--- config.mk ---
export PLATFORM = sky130hd
export DESIGN_NAME = host_cmd_master
export DESIGN_NICKNAME = d
export VERILOG_FILES = /design/src/rtl/host_cmd_pkg.sv /design/src/rtl/host_req_fifo.sv /design/src/rtl/host_cmd_master.sv
export SDC_FILE = /design/constraint.sdc
export NUM_CORES = 1
export LEC_CHECK = 0
export CAP_MARGIN = 25
export CORE_AREA = 8 8 203 186
export CTS_CLUSTER_DIAMETER = 30
export DETAILED_ROUTE_END_ITERATION = 8
export DIE_AREA = 0 0 211 194
export GPL_TIMING_DRIVEN = 0
export HOLD_SLACK_MARGIN = 0.02
export PLACE_DENSITY_LB_ADDON = 0.08
export SLEW_MARGIN = 10
export SYNTH_ARGS = -nofsm -noshare
export SYNTH_HDL_FRONTEND = slang
export SYNTH_SLANG_ARGS = --single-unit
export TNS_END_PERCENT = 10
--- constraint.sdc ---
create_clock -name clk -period 7.85 [get_ports clk]
set_clock_uncertainty 0.05 [all_clocks]
set_input_delay 2.355 -clock clk [delete_from_list [all_inputs] [get_ports clk]]
set_output_delay 2.355 -clock clk [all_outputs]
set_load 0.005 [all_outputs]
--- src/rtl/host_cmd_pkg.sv ---
// host_cmd_pkg: request payload, FSM state type and default address-window constants
// shared by host_cmd_master and its request FIFO.
package host_cmd_pkg;
    typedef struct packed {
        logic        rw;
        logic [31:0] addr;
        logic [31:0] data;
    } host_req_t;
    typedef enum logic [1:0] {IDLE, ISSUE, WAIT_RD, RESP} hcm_state_e;
    localparam logic [31:0] DEF_WIN_BASE  = 32'hA000_0000;
    localparam logic [31:0] DEF_WIN_LIMIT = 32'hC000_0000;
    localparam logic [31:0] DEF_ERR_DATA  = 32'hDEAD_BEEF;
    function automatic logic in_window(input logic [31:0] addr, input logic [31:0] base,
                                       input logic [31:0] limit);
        return (addr >= base) && (addr < limit);
    endfunction
endpackage

--- src/rtl/host_req_fifo.sv ---
// host_req_fifo: DEPTH-entry request FIFO; push is ignored when full, pop when empty,
// no same-cycle bypass from push to head.
module host_req_fifo
    import host_cmd_pkg::*;
#(
    parameter int DEPTH = 4
) (
    input  logic      clk,
    input  logic      reset,
    input  logic      push,
    input  host_req_t push_data,
    input  logic      pop,
    output host_req_t head,
    output logic      full,
    output logic      empty
);
    localparam int AW = $clog2(DEPTH);
    host_req_t     mem_q [DEPTH];
    logic [AW-1:0] wr_ptr_q, wr_ptr_d, rd_ptr_q, rd_ptr_d;
    logic [AW:0]   count_q, count_d;
    logic          do_push, do_pop;
    assign full  = count_q == (AW+1)'(DEPTH);
    assign empty = count_q == '0;
    assign head  = mem_q[rd_ptr_q];
    always_comb begin
        do_push  = push && !full;
        do_pop   = pop && !empty;
        wr_ptr_d = do_push ? wr_ptr_q + 1'b1 : wr_ptr_q;
        rd_ptr_d = do_pop ? rd_ptr_q + 1'b1 : rd_ptr_q;
        count_d  = count_q + (AW+1)'(do_push) - (AW+1)'(do_pop);
    end
    always_ff @(posedge clk or negedge reset) begin
        if (!reset) begin
            wr_ptr_q <= '0;
            rd_ptr_q <= '0;
            count_q  <= '0;
        end else begin
            wr_ptr_q <= wr_ptr_d;
            rd_ptr_q <= rd_ptr_d;
            count_q  <= count_d;
        end
    end
    always_ff @(posedge clk) begin
        if (do_push) mem_q[wr_ptr_q] <= push_data;
    end
endmodule

--- src/rtl/host_cmd_master.sv ---
// host_cmd_master: buffers client requests and issues them one at a time on the sap2 host bus,
// with address-window checking, read timeout and response backpressure.
module host_cmd_master
    import host_cmd_pkg::*;
#(
    parameter int          DEPTH     = 4,
    parameter int          TIMEOUT   = 16,
    parameter logic [31:0] WIN_BASE  = DEF_WIN_BASE,
    parameter logic [31:0] WIN_LIMIT = DEF_WIN_LIMIT,
    parameter logic [31:0] ERR_DATA  = DEF_ERR_DATA
) (
    input  logic        clk,
    input  logic        reset,
    input  logic        req_vld,
    output logic        req_rdy,
    input  logic        req_rw,
    input  logic [31:0] req_addr,
    input  logic [31:0] req_data,
    output logic        rsp_vld,
    input  logic        rsp_rdy,
    output logic        rsp_rw,
    output logic [31:0] rsp_data,
    output logic        rsp_err,
    output logic        host_cmd_vld,
    output logic        host_rw,
    output logic [31:0] host_addr,
    output logic [31:0] host_data_w,
    input  logic [31:0] host_data_r,
    input  logic        host_rd_vld,
    output logic [7:0]  spurious_cnt
);
    localparam logic [7:0] TMAX = 8'(TIMEOUT - 1);
    hcm_state_e  state_q, state_d;
    logic        cmd_rw_q, cmd_rw_d;
    logic [31:0] cmd_addr_q, cmd_addr_d;
    logic [7:0]  timer_q, timer_d;
    logic        host_cmd_vld_q, host_cmd_vld_d, host_rw_q, host_rw_d;
    logic [31:0] host_addr_q, host_addr_d, host_data_w_q, host_data_w_d;
    logic        rsp_vld_q, rsp_vld_d, rsp_rw_q, rsp_rw_d, rsp_err_q, rsp_err_d;
    logic [31:0] rsp_data_q, rsp_data_d;
    logic [7:0]  spurious_q, spurious_d;
    logic        pop, full, empty;
    host_req_t   head, push_data;
    assign push_data = {req_rw, req_addr, req_data};
    host_req_fifo #(.DEPTH(DEPTH)) u_fifo (
        .clk       (clk),
        .reset     (reset),
        .push      (req_vld),
        .push_data (push_data),
        .pop       (pop),
        .head      (head),
        .full      (full),
        .empty     (empty)
    );
    assign req_rdy      = !full;
    assign rsp_vld      = rsp_vld_q;
    assign rsp_rw       = rsp_rw_q;
    assign rsp_data     = rsp_data_q;
    assign rsp_err      = rsp_err_q;
    assign host_cmd_vld = host_cmd_vld_q;
    assign host_rw      = host_rw_q;
    assign host_addr    = host_addr_q;
    assign host_data_w  = host_data_w_q;
    assign spurious_cnt = spurious_q;
    // Host outputs are loaded at pop time so the strobe lands in the ISSUE cycle.
    always_comb begin
        state_d        = state_q;
        cmd_rw_d       = cmd_rw_q;
        cmd_addr_d     = cmd_addr_q;
        timer_d        = timer_q;
        host_cmd_vld_d = 1'b0;
        host_rw_d      = host_rw_q;
        host_addr_d    = host_addr_q;
        host_data_w_d  = host_data_w_q;
        rsp_vld_d      = rsp_vld_q;
        rsp_rw_d       = rsp_rw_q;
        rsp_data_d     = rsp_data_q;
        rsp_err_d      = rsp_err_q;
        pop            = 1'b0;
        spurious_d     = (host_rd_vld && state_q != WAIT_RD && spurious_q != 8'hFF)
                         ? spurious_q + 8'd1 : spurious_q;
        case (state_q)
            IDLE: begin
                if (!empty) begin
                    pop        = 1'b1;
                    cmd_rw_d   = head.rw;
                    cmd_addr_d = head.addr;
                    state_d    = ISSUE;
                    if (in_window(head.addr, WIN_BASE, WIN_LIMIT)) begin
                        host_cmd_vld_d = 1'b1;
                        host_rw_d      = head.rw;
                        host_addr_d    = head.addr;
                        host_data_w_d  = head.data;
                    end
                end
            end
            ISSUE: begin
                rsp_rw_d = cmd_rw_q;
                if (!in_window(cmd_addr_q, WIN_BASE, WIN_LIMIT)) begin
                    rsp_err_d  = 1'b1;
                    rsp_data_d = cmd_rw_q ? ERR_DATA : '0;
                    rsp_vld_d  = 1'b1;
                    state_d    = RESP;
                end else if (cmd_rw_q) begin
                    timer_d = '0;
                    state_d = WAIT_RD;
                end else begin
                    rsp_err_d  = 1'b0;
                    rsp_data_d = '0;
                    rsp_vld_d  = 1'b1;
                    state_d    = RESP;
                end
            end
            WAIT_RD: begin
                if (host_rd_vld) begin
                    rsp_err_d  = 1'b0;
                    rsp_data_d = host_data_r;
                    rsp_vld_d  = 1'b1;
                    state_d    = RESP;
                end else if (timer_q == TMAX) begin
                    rsp_err_d  = 1'b1;
                    rsp_data_d = ERR_DATA;
                    rsp_vld_d  = 1'b1;
                    state_d    = RESP;
                end else begin
                    timer_d = timer_q + 8'd1;
                end
            end
            RESP: begin
                if (rsp_rdy) begin
                    rsp_vld_d = 1'b0;
                    state_d   = IDLE;
                end
            end
            default: state_d = IDLE;
        endcase
    end
    always_ff @(posedge clk or negedge reset) begin
        if (!reset) begin
            state_q        <= IDLE;
            cmd_rw_q       <= 1'b0;
            cmd_addr_q     <= '0;
            timer_q        <= '0;
            host_cmd_vld_q <= 1'b0;
            host_rw_q      <= 1'b0;
            host_addr_q    <= '0;
            host_data_w_q  <= '0;
            rsp_vld_q      <= 1'b0;
            rsp_rw_q       <= 1'b0;
            rsp_data_q     <= '0;
            rsp_err_q      <= 1'b0;
            spurious_q     <= '0;
        end else begin
            state_q        <= state_d;
            cmd_rw_q       <= cmd_rw_d;
            cmd_addr_q     <= cmd_addr_d;
            timer_q        <= timer_d;
            host_cmd_vld_q <= host_cmd_vld_d;
            host_rw_q      <= host_rw_d;
            host_addr_q    <= host_addr_d;
            host_data_w_q  <= host_data_w_d;
            rsp_vld_q      <= rsp_vld_d;
            rsp_rw_q       <= rsp_rw_d;
            rsp_data_q     <= rsp_data_d;
            rsp_err_q      <= rsp_err_d;
            spurious_q     <= spurious_d;
        end
    end
endmodule

Yosys cells after proc, flatten, opt, wreduce, memory -nomap -nowiden:

Memory sizes are Yosys's and may differ from the RTL's.
Cells that the tools add are included.

* register bits after elaboration: 159
* bits in latches: 0
* RAM bits: 260
* bits in read-only memories: 0
* memories kept: 1

Memories
* u_fifo.mem_q: depth 4, bits a word 65, rd ports 1, clocked after Yosys merged registers in 0, write ports 1, line host_req_fifo.sv:18 `host_req_t mem_q [DEPTH];`

* add/subtract/negate cells: 6
* multipliers: 0
* divide/modulo/power cells: 0
* $lt $le $gt $ge: 4
* eq/ne operators: 15
* shifts and indexed selects: 0
* muxes and demuxes: 35
* bitwise operators: 1
* reductions and logical operators: 18

Operators with widths (number)
* 2-to-1 mux 32 bit: 5
* >= comparator 32 bit, second input constant: 2
* less-than comparator 32 bit, second input constant: 2
* one-hot mux 32 bit (2 select lines): 1
* 2-to-1 mux 8 bit: 4
* 2-to-1 mux 1 bit: 17
* adder 8 x 1 -> 8 bit, second input constant: 2
* one-hot mux 8 bit (2 select lines): 1
* inequality test 2 bit, second input constant: 7
* AND reduction 3 bit: 3
* == test 8 x 4 -> 1 bit, second input constant: 1
* 2-to-1 mux 2 bit: 4
* inequality test 8 bit, second input constant: 1
* one-hot mux 2 bit (4 select lines): 1
* logical AND 1 bit: 6
* inequality test 3 bit, second input constant: 2
* AND reduction 5 bit: 1
* adder 2 x 1 -> 2 bit, second input constant: 2
* == test 2 bit, second input constant: 2
* AND reduction 4 bit: 1
* adder 3 x 1 -> 3 bit: 1
* == test 3 bit, second input constant: 1
* logical NOT 3 bit: 1
* one-hot mux 1 bit (3 select lines): 1
* other kinds (9): 10

Depth between registers and ports, before layout:

Gate-level depths: netlist of run 1.
An unclocked memory read counts as a cell.

* depth in word-level cells: 6
* gate-level depth with buffers: 11

Hierarchy:

From an unflattened synthesis of run 1, not the netlist that was laid out.

* cells, all modules: 786
* area, all modules: 15143.3 µm²

Modules (own cells, without submodules)
* host_req_fifo: instances 1, cells each 381, area each 9880.7 µm²
* host_cmd_master: instances 1, cells each 405, area each 5262.5 µm²

Worst setup path after synthesis of run 1:

No wires, ideal clock.

* path kind: input port to flip-flop
* from: input port req_vld
* to: memory u_fifo.mem_q[1][0] (netlist name) (enable)
* library setup time: 0.430 ns
* arrival time: 3.932 ns
* required time: 7.370 ns
* setup slack: 3.438 ns
* stages: 1
* path through: and3_1

* longest elaborated chain between the ends: 3

Ends and longest elaborated chain
* start, declared: line host_cmd_master.sv:14 `input logic req_vld,`
* logical AND 1 bit: line host_req_fifo.sv:26 `do_push = push && !full;`
* 2-to-1 mux 1 bit: line host_req_fifo.sv:44 `if (do_push) mem_q[wr_ptr_q] <= push_data;`
* 2-to-1 mux 1 bit (not written as such): line host_req_fifo.sv:44
* end, declared: line host_req_fifo.sv:18

No other way between the ends.

Worst setup path in the final report of run 1:

* from: register u_fifo.count_q[1]
* to: output port req_rdy

* longest elaborated chain between the ends: 2

Ends and longest elaborated chain
* start, declared: line host_req_fifo.sv:20 `logic [AW:0] count_q, count_d;`
* start signal, assigned: line host_req_fifo.sv:40 `count_q <= count_d;`
* == test 3 bit: line host_req_fifo.sv:22 `assign full = count_q == (AW+1)'(DEPTH);`
* logical NOT 1 bit: line host_cmd_master.sv:55 `assign req_rdy = !full;`
* end, declared: line host_cmd_master.sv:15 `output logic req_rdy,`

No other way between the ends.

==> results of run 1 <==
## routing by layer
layer	vias to the layer above	part of all wire, %	global-route usage, %
met5	-	0.039	0
met4	2	2.0	5.44
met3	66	6.5	5.09
met2	249	46	25.9
met1	4194	45	22.1
li1	3691	-	-
## critical path, stage by stage (launching register included)
cell	delay, ps
dfrtp_1	390
inv_1	100
nand3_1	170
clkdlybuf4s50_1	500
## kinds of logic after synthesis
family / synth area share, %
flops: 72.8
mux: 17.7
simple gates: 3.60
buf+inv: 1.84
compound gates: 2.17
fa+ha+maj: 1.20
xor+xnor: 0.692
## state kept, by name (all words and copies together) (netlist names), 2 cells and up
| register | cells |
|---|---|
| rsp_data | 32 |
| u_fifo.mem_q | 260 |
| u_fifo.wr_ptr_q | 2 |
| host_addr | 32 |
| u_fifo.count_q | 3 |
| cmd_addr_q | 3 |
| state_q | 2 |
| host_data_w | 32 |
| timer_q | 8 |
| u_fifo.rd_ptr_q | 2 |
| spurious_cnt | 8 |
## stage by stage
step           TNS, ps  total power [uW]  cells  setup slack [ps]
6_report             0              8920   1622              3730
3_5_place_dp         0              5700   1474              3270
4_1_cts              0              9070   1620              3670
5_1_grt              0              9380   1620              3620
3_3_place_gp   -234530              5670   1469             -1820
2_1_floorplan        0              4570    789              3440
## worst paths after layout
| check | end | slack (ps) | cells after the start |
|---|---|---|---|
| worst max-delay path | req_rdy | 3730 | 3 |
| worst min-delay path | host_addr[31]$_DFFE_PN0P_ | 410 | 1 |
| worst max register to register | host_addr[6]$_DFFE_PN0P_ | 5000 | 6 |
| worst min register to register | host_addr[31]$_DFFE_PN0P_ | 410 | 1 |
| max in group asynchronous | rsp_data[21]$_DFFE_PN0P_ | 5260 | 2 |
| min in group asynchronous | host_cmd_vld$_DFF_PN0_ | 1650 | 1 |
## power by group through the flow
stage	combinational, uW	clock (uW)	sequential (uW)
after global placement	2530	0	3140
after CTS	2600	3380	3080
after floorplan	1480	0	3090
final	2530	3320	3080
after global routing	2760	3490	3140
after detailed placement	2590	0	3110
## final cells by class
type,count,area share [%]
Multi-Input combinational cell,343,18.7
Clock inverter,40,2.31
Sequential cell,390,53.3
Clock buffer,106,10.7
Antenna cell,2,0.0241
Tap cell,469,2.83
Buffer,42,1.10
Timing Repair Buffer,216,10.8
Inverter,14,0.253
## layout by cell type (no fill, tap or decap), types with 7 or more instances in the layout
master / n
dfrtp_1: 130
mux2_2: 33
mux2_4: 29
xnor2_1: 7
and3_1: 10
clkbuf_16: 83
o21ai_0: 34
bufinv_16: 9
clkinv_2: 12
inv_6: 7
buf_2: 11
inv_1: 13
clkbuf_1: 38
nand2_1: 44
mux4_2: 65
mux2_1: 36
buf_6: 7
ha_1: 13
clkdlybuf4s50_1: 210
edfxtp_1: 260
nand3_1: 8
==> flow_summary.json, run 1 <==
{
  "max_freq_mhz": 243,
  "maxSlewHeadroom_pct": 47.9,
  "crit_required_ps": 5450,
  "maxCapViolations": 0,
  "yosysSeqAreaShare_pct": 72.8,
  "synth_enable_flop_cells": 260,
  "power_frac_seq_pct": 34.5,
  "grt_pass1_vias": 8844,
  "internal_power_uw": 6520,
  "powerDensity_mw_per_mm2": 430,
  "hold_ws_ps": 411,
  "worst_setup_path_start_kind": "flip-flop",
  "synth_warnings": 0,
  "setup_violations": 0,
  "row_count": 65,
  "gp_congestion": 0.740,
  "avgSynthCellArea_sq_um": 19.3,
  "cp_data_arrival_time_ps": 1720,
  "netSwitchingPower_uw": 2410,
  "crit_path_start": "u_fifo.count_q[1]$_DFF_PN0_",
  "syn-num-nets": 905,
  "synth_most_common_cell": "edfxtp_1",
  "synth_cell_types": 54,
  "worstHoldStart": "host_addr[31]$_DFFE_PN0P_",
  "multiInputGateArea_sq_mm": 0.00387,
  "post-cts-setup-buffer-count": 0,
  "min_period_ps": 4120,
  "power_frac_clock_pct": 37.2,
  "fillers": 2585,
  "fin_nets": 1203,
  "ys_ff_latch": 390,
  "leakage_uw": 0.00787,
  "antenna_found_initial": 1,
  "wl_mm": 33.7,
  "hp-class": "flip-flop to flip-flop",
  "timing.rr.start": "u_fifo.rd_ptr_q[1]$_DFFE_PN0P_",
  "postLayoutCoreUtil_pct": 60.3,
  "async_flop_share_pct": 33.3,
  "wl_per_cell_um": 20.8,
  "path_max_fanout": 6,
  "cts_max_path_buffers": 3,
  "die_area_sq_mm": 0.0409,
  "worst_slew_pin_slew_ps": 782,
  "netlist_area_sq_mm": 0.0152,
  "cts_tree": "built",
  "io_pins": 212,
  "clk_pin_slew_ps": 40,
  "seqCellArea_sq_mm": 0.0111,
  "h-tree-depth": 3,
  "antenna_left": 0,
  "postPlaceCellArea_sq_mm": 0.0180,
  "core_sq_mm": 0.0344,
  "path_class": "flip-flop to output port",
  "cp-end-kind": "output port",
  "synthTopCellsByArea": "edfxtp_1 (51%), dfrtp_1 (21%), mux4_2 (9.6%), mux2_4 (2.9%), mux2_1 (2.7%)",
  "num_vias": 8202,
  "synthFlopType": "edfxtp_1",
  "vias_per_cell": 5.06,
  "drt_pass1_iterations": 4,
  "clock_sinks": 390,
  "worstSkewPairLatency_ps": 550,
  "synth_top_cell_by_area": "edfxtp_1",
  "post-route-period-util_pct": 52.5,
  "report.final.slew_viol_count": 0,
  "die_x_um": 211,
  "rsz0062_at_grt": "false",
  "cts_resized": 0,
  "design_area_sq_mm": 0.0207,
  "cts_hold_buf": 0,
  "peakVddDrop_v": 0.000228,
  "syn_to_final_growth_pct": 36.5,
  "numCtsBuffers": 80,
  "die_h_um": 194,
  "swShare_pct": 27.0,
  "grt_start_max_net_pins": 90,
  "drcViolationCount": 0,
  "grtUsageTotal_pct": 16.6,
  "dp_hpwl_mm": 21.4,
  "netlist_instances": 789,
  "grt-ovfl-total": 0,
  "grt_pass1_wl_mm": 52.9,
  "pwr-share-comb_pct": 28.4,
  "initial_core_util_pct": 44.2,
  "drive_gt1_share_pct": 25.4,
  "finalHoldViolCount": 0,
  "synth_common_cells": "edfxtp_1 (260), dfrtp_1 (130), mux4_2 (65)",
  "drt-initial-drc-count": 439,
  "run_status": "finished, final reports clean",
  "synth_top_area_share_pct": 51.4,
  "io_buffers": 211,
  "clockRootBuffer": "clkbuf_16"
}
No activity file was read; power rests on OpenSTA's default activity.
==> run 2, diff against run 1 <==
clock period = 4.1 ns   (was 7.85 ns; I/O delays follow)
==> results of run 2 <==
Same layout as run 1 (identical final DEF). Status: finished, final reports clean.
Among the figures that moved: setup slack after placement 3270 ps -> 642 ps; setup slack after layout 3730 ps -> 1100 ps; register-to-register setup slack 5000 ps -> 1250 ps; total power 8920 uW -> 17100 uW; worst IR drop on VDD 0.000228 V -> 0.000436 V
==> run 3, diff against run 2 <==
clock period = 2.5 ns   (was 4.1 ns; I/O delays follow)
==> run 3 against run 2 <==
  * Register-to-register slack worse by 1100 ps
  * Sequential share of layout area down 0.22 points
  * Combinational power up 64%
  * Cell area up 0.41%
  * Non-clock buffer count up 2
  * Routed wire length down 0.32%
  * Count of clock-buffer cells in the layout down 3
  * Flip-flop and latch count unchanged
  * Critical endpoint is now spurious_cnt[2]
==> flow_summary.json, run 3 (synthesis results as in run 1) <==
{
  "run_status": "finished, final reports clean",
  "grt_pass1_vias": 8959,
  "grt_pass1_wl_mm": 52.7,
  "drcViolationCount": 0,
  "maxCapViolations": 0,
  "powerDensity_mw_per_mm2": 1350,
  "grtUsageTotal_pct": 16.6,
  "drt_pass1_iterations": 4,
  "num_vias": 8190,
  "maxSlewHeadroom_pct": 46.0,
  "die_x_um": 211,
  "row_count": 65,
  "antenna_found_initial": 5,
  "pwr-share-comb_pct": 28.3,
  "internal_power_uw": 20500,
  "regMostFlops": "u_fifo.mem_q",
  "path_max_fanout": 7,
  "fillers": 2598,
  "report.final.slew_viol_count": 0,
  "worstSkewPairLatency_ps": 580,
  "clockRootBuffer": "clkbuf_16",
  "diodes": 0,
  "path_class": "flip-flop to output port",
  "seqCellArea_sq_mm": 0.0111,
  "cp_top_family": "buffers and inverters",
  "finalHoldViolCount": 0,
  "cts_hold_buf": 0,
  "largest_register_ffs": 260,
  "power_frac_clock_pct": 37.4,
  "fin_cells": 1622,
  "core_sq_mm": 0.0344,
  "io_pins": 212,
  "syn_to_final_growth_pct": 37.1,
  "multiInputGateArea_sq_mm": 0.00389,
  "rsz0062_at_grt": "false",
  "critPathMaxStageDelay_ps": 550,
  "slowest_stage": "clkdlybuf4s50_1",
  "power_frac_seq_pct": 34.3,
  "swShare_pct": 27.2,
  "initial_core_util_pct": 44.2,
  "cp_data_arrival_time_ps": 1570,
  "worst_setup_path_start_kind": "flip-flop",
  "peakVddDrop_v": 0.000954,
  "final_common_cell": "edfxtp_1",
  "min_period_ps": 2370,
  "h-tree-depth": 3,
  "cts_tree": "built",
  "vias_per_cell": 5.05,
  "clk_pin_slew_ps": 50,
  "numCtsBuffers": 79,
  "max_freq_mhz": 422,
  "io_buffers": 211,
  "post-route-period-util_pct": 94.8,
  "die_area_sq_mm": 0.0409,
  "die_h_um": 194,
  "worst_slew_pin_slew_ps": 810,
  "clock_sinks": 390,
  "wl_per_cell_um": 20.7,
  "grt_start_max_net_pins": 87,
  "cts_max_path_buffers": 3,
  "fin_nets": 1204,
  "hold_ws_ps": 44.4,
  "p_total_uw": 28100,
  "wl_mm": 33.6,
  "crit_required_ps": 1700,
  "setup_violations": 0,
  "gp_congestion": 0.760,
  "layout_common_cells": "edfxtp_1 (260), clkdlybuf4s50_1 (209), dfrtp_1 (130)",
  "grt-ovfl-total": 0,
  "antenna_left": 0,
  "dp_hpwl_mm": 21.1,
  "netSwitchingPower_uw": 7650,
  "drt-initial-drc-count": 407,
  "cp-end-kind": "output port",
  "path_cells": "clkdlybuf4s50_1",
  "leakage_uw": 0.00790,
  "drive_gt1_share_pct": 26.1,
  "crit_buf_inv": 1,
  "hp-class": "primary input to async pin",
  "placed_cells": 1474
}
==> run 3: changes by cell type in the layout (fill, tap and decap cells not counted), moves of 2 or more <==
cell       previous run  this run
diode_2               2         0
clkbuf_16            83        80
clkinv_4              4         7
clkbuf_8              5         7
inv_6                 7         4
clkbuf_1             38        36
clkinv_8              0         2
==> run 3: through the flow <==
stage               area [sq um]  setup slack, ps  TNS [ps]  util, %
floorplan                  15200             -307    -59280        -
global placement           17900            -5590  -1254030     52.0
detailed placement         18100             -426    -43240     52.5
CTS                        20800             20.9         0     60.4
global route               20800             4.13         0     60.5
finish                     20800              131         0     60.5
==> run 3: timing repair <==
item,4_1_cts,5_1_grt
pin swaps,0,1
setup endpoints to repair,68,60
resized for setup,6,5
hold endpoints to repair,0,0
setup buffers,0,2
==> run 3: layer usage <==
layer,GRT usage [%],vias up,wire length [um]
li1,-,3699,-
met1,21.7,4172,14800
met4,5.26,10,578
met3,6.24,65,2540
met2,25.5,244,15700
met5,0,-,65
==> run 3: worst paths after layout <==
kind / startpoint / end / slack, ps / cells after the start
setup / recovery: spurious_cnt[2]$_DFFE_PN0P_ / spurious_cnt[2] / 130 / 1
hold reg to reg: host_addr[31]$_DFFE_PN0P_ / host_addr[31]$_DFFE_PN0P_ / 420 / 1
min in group clk: host_addr[31]$_DFFE_PN0P_ / host_addr[31]$_DFFE_PN0P_ / 420 / 1
setup reg to reg: u_fifo.count_q[1]$_DFF_PN0_ / u_fifo.count_q[2]$_DFF_PN0_ / 170 / 10
max in group asynchronous: reset / u_fifo.wr_ptr_q[0]$_DFFE_PN0P_ / 1530 / 2
hold / removal: reset / host_addr[27]$_DFFE_PN0P_ / 40 / 1
==> run 3: power groups by stage <==
stage / registers [uW] / logic (uW) / clock network (uW)
2_1_floorplan: 9680 / 4640 / 0
3_3_place_gp: 9830 / 7940 / 0
3_5_place_dp: 9770 / 8130 / 0
4_1_cts: 9690 / 8180 / 10700
5_1_grt: 9860 / 8680 / 11100
6_report: 9670 / 7960 / 10500
==> run 3: final cells by class <==
| type | instances | area share (%) |
|---|---|---|
| Multi-Input combinational cell | 343 | 18.7 |
| Clock inverter | 43 | 2.72 |
| Clock buffer | 103 | 10.4 |
| Tap cell | 469 | 2.82 |
| Inverter | 14 | 0.252 |
| Timing Repair Buffer | 218 | 10.9 |
| Sequential cell | 390 | 53.1 |
| Buffer | 42 | 1.15 |
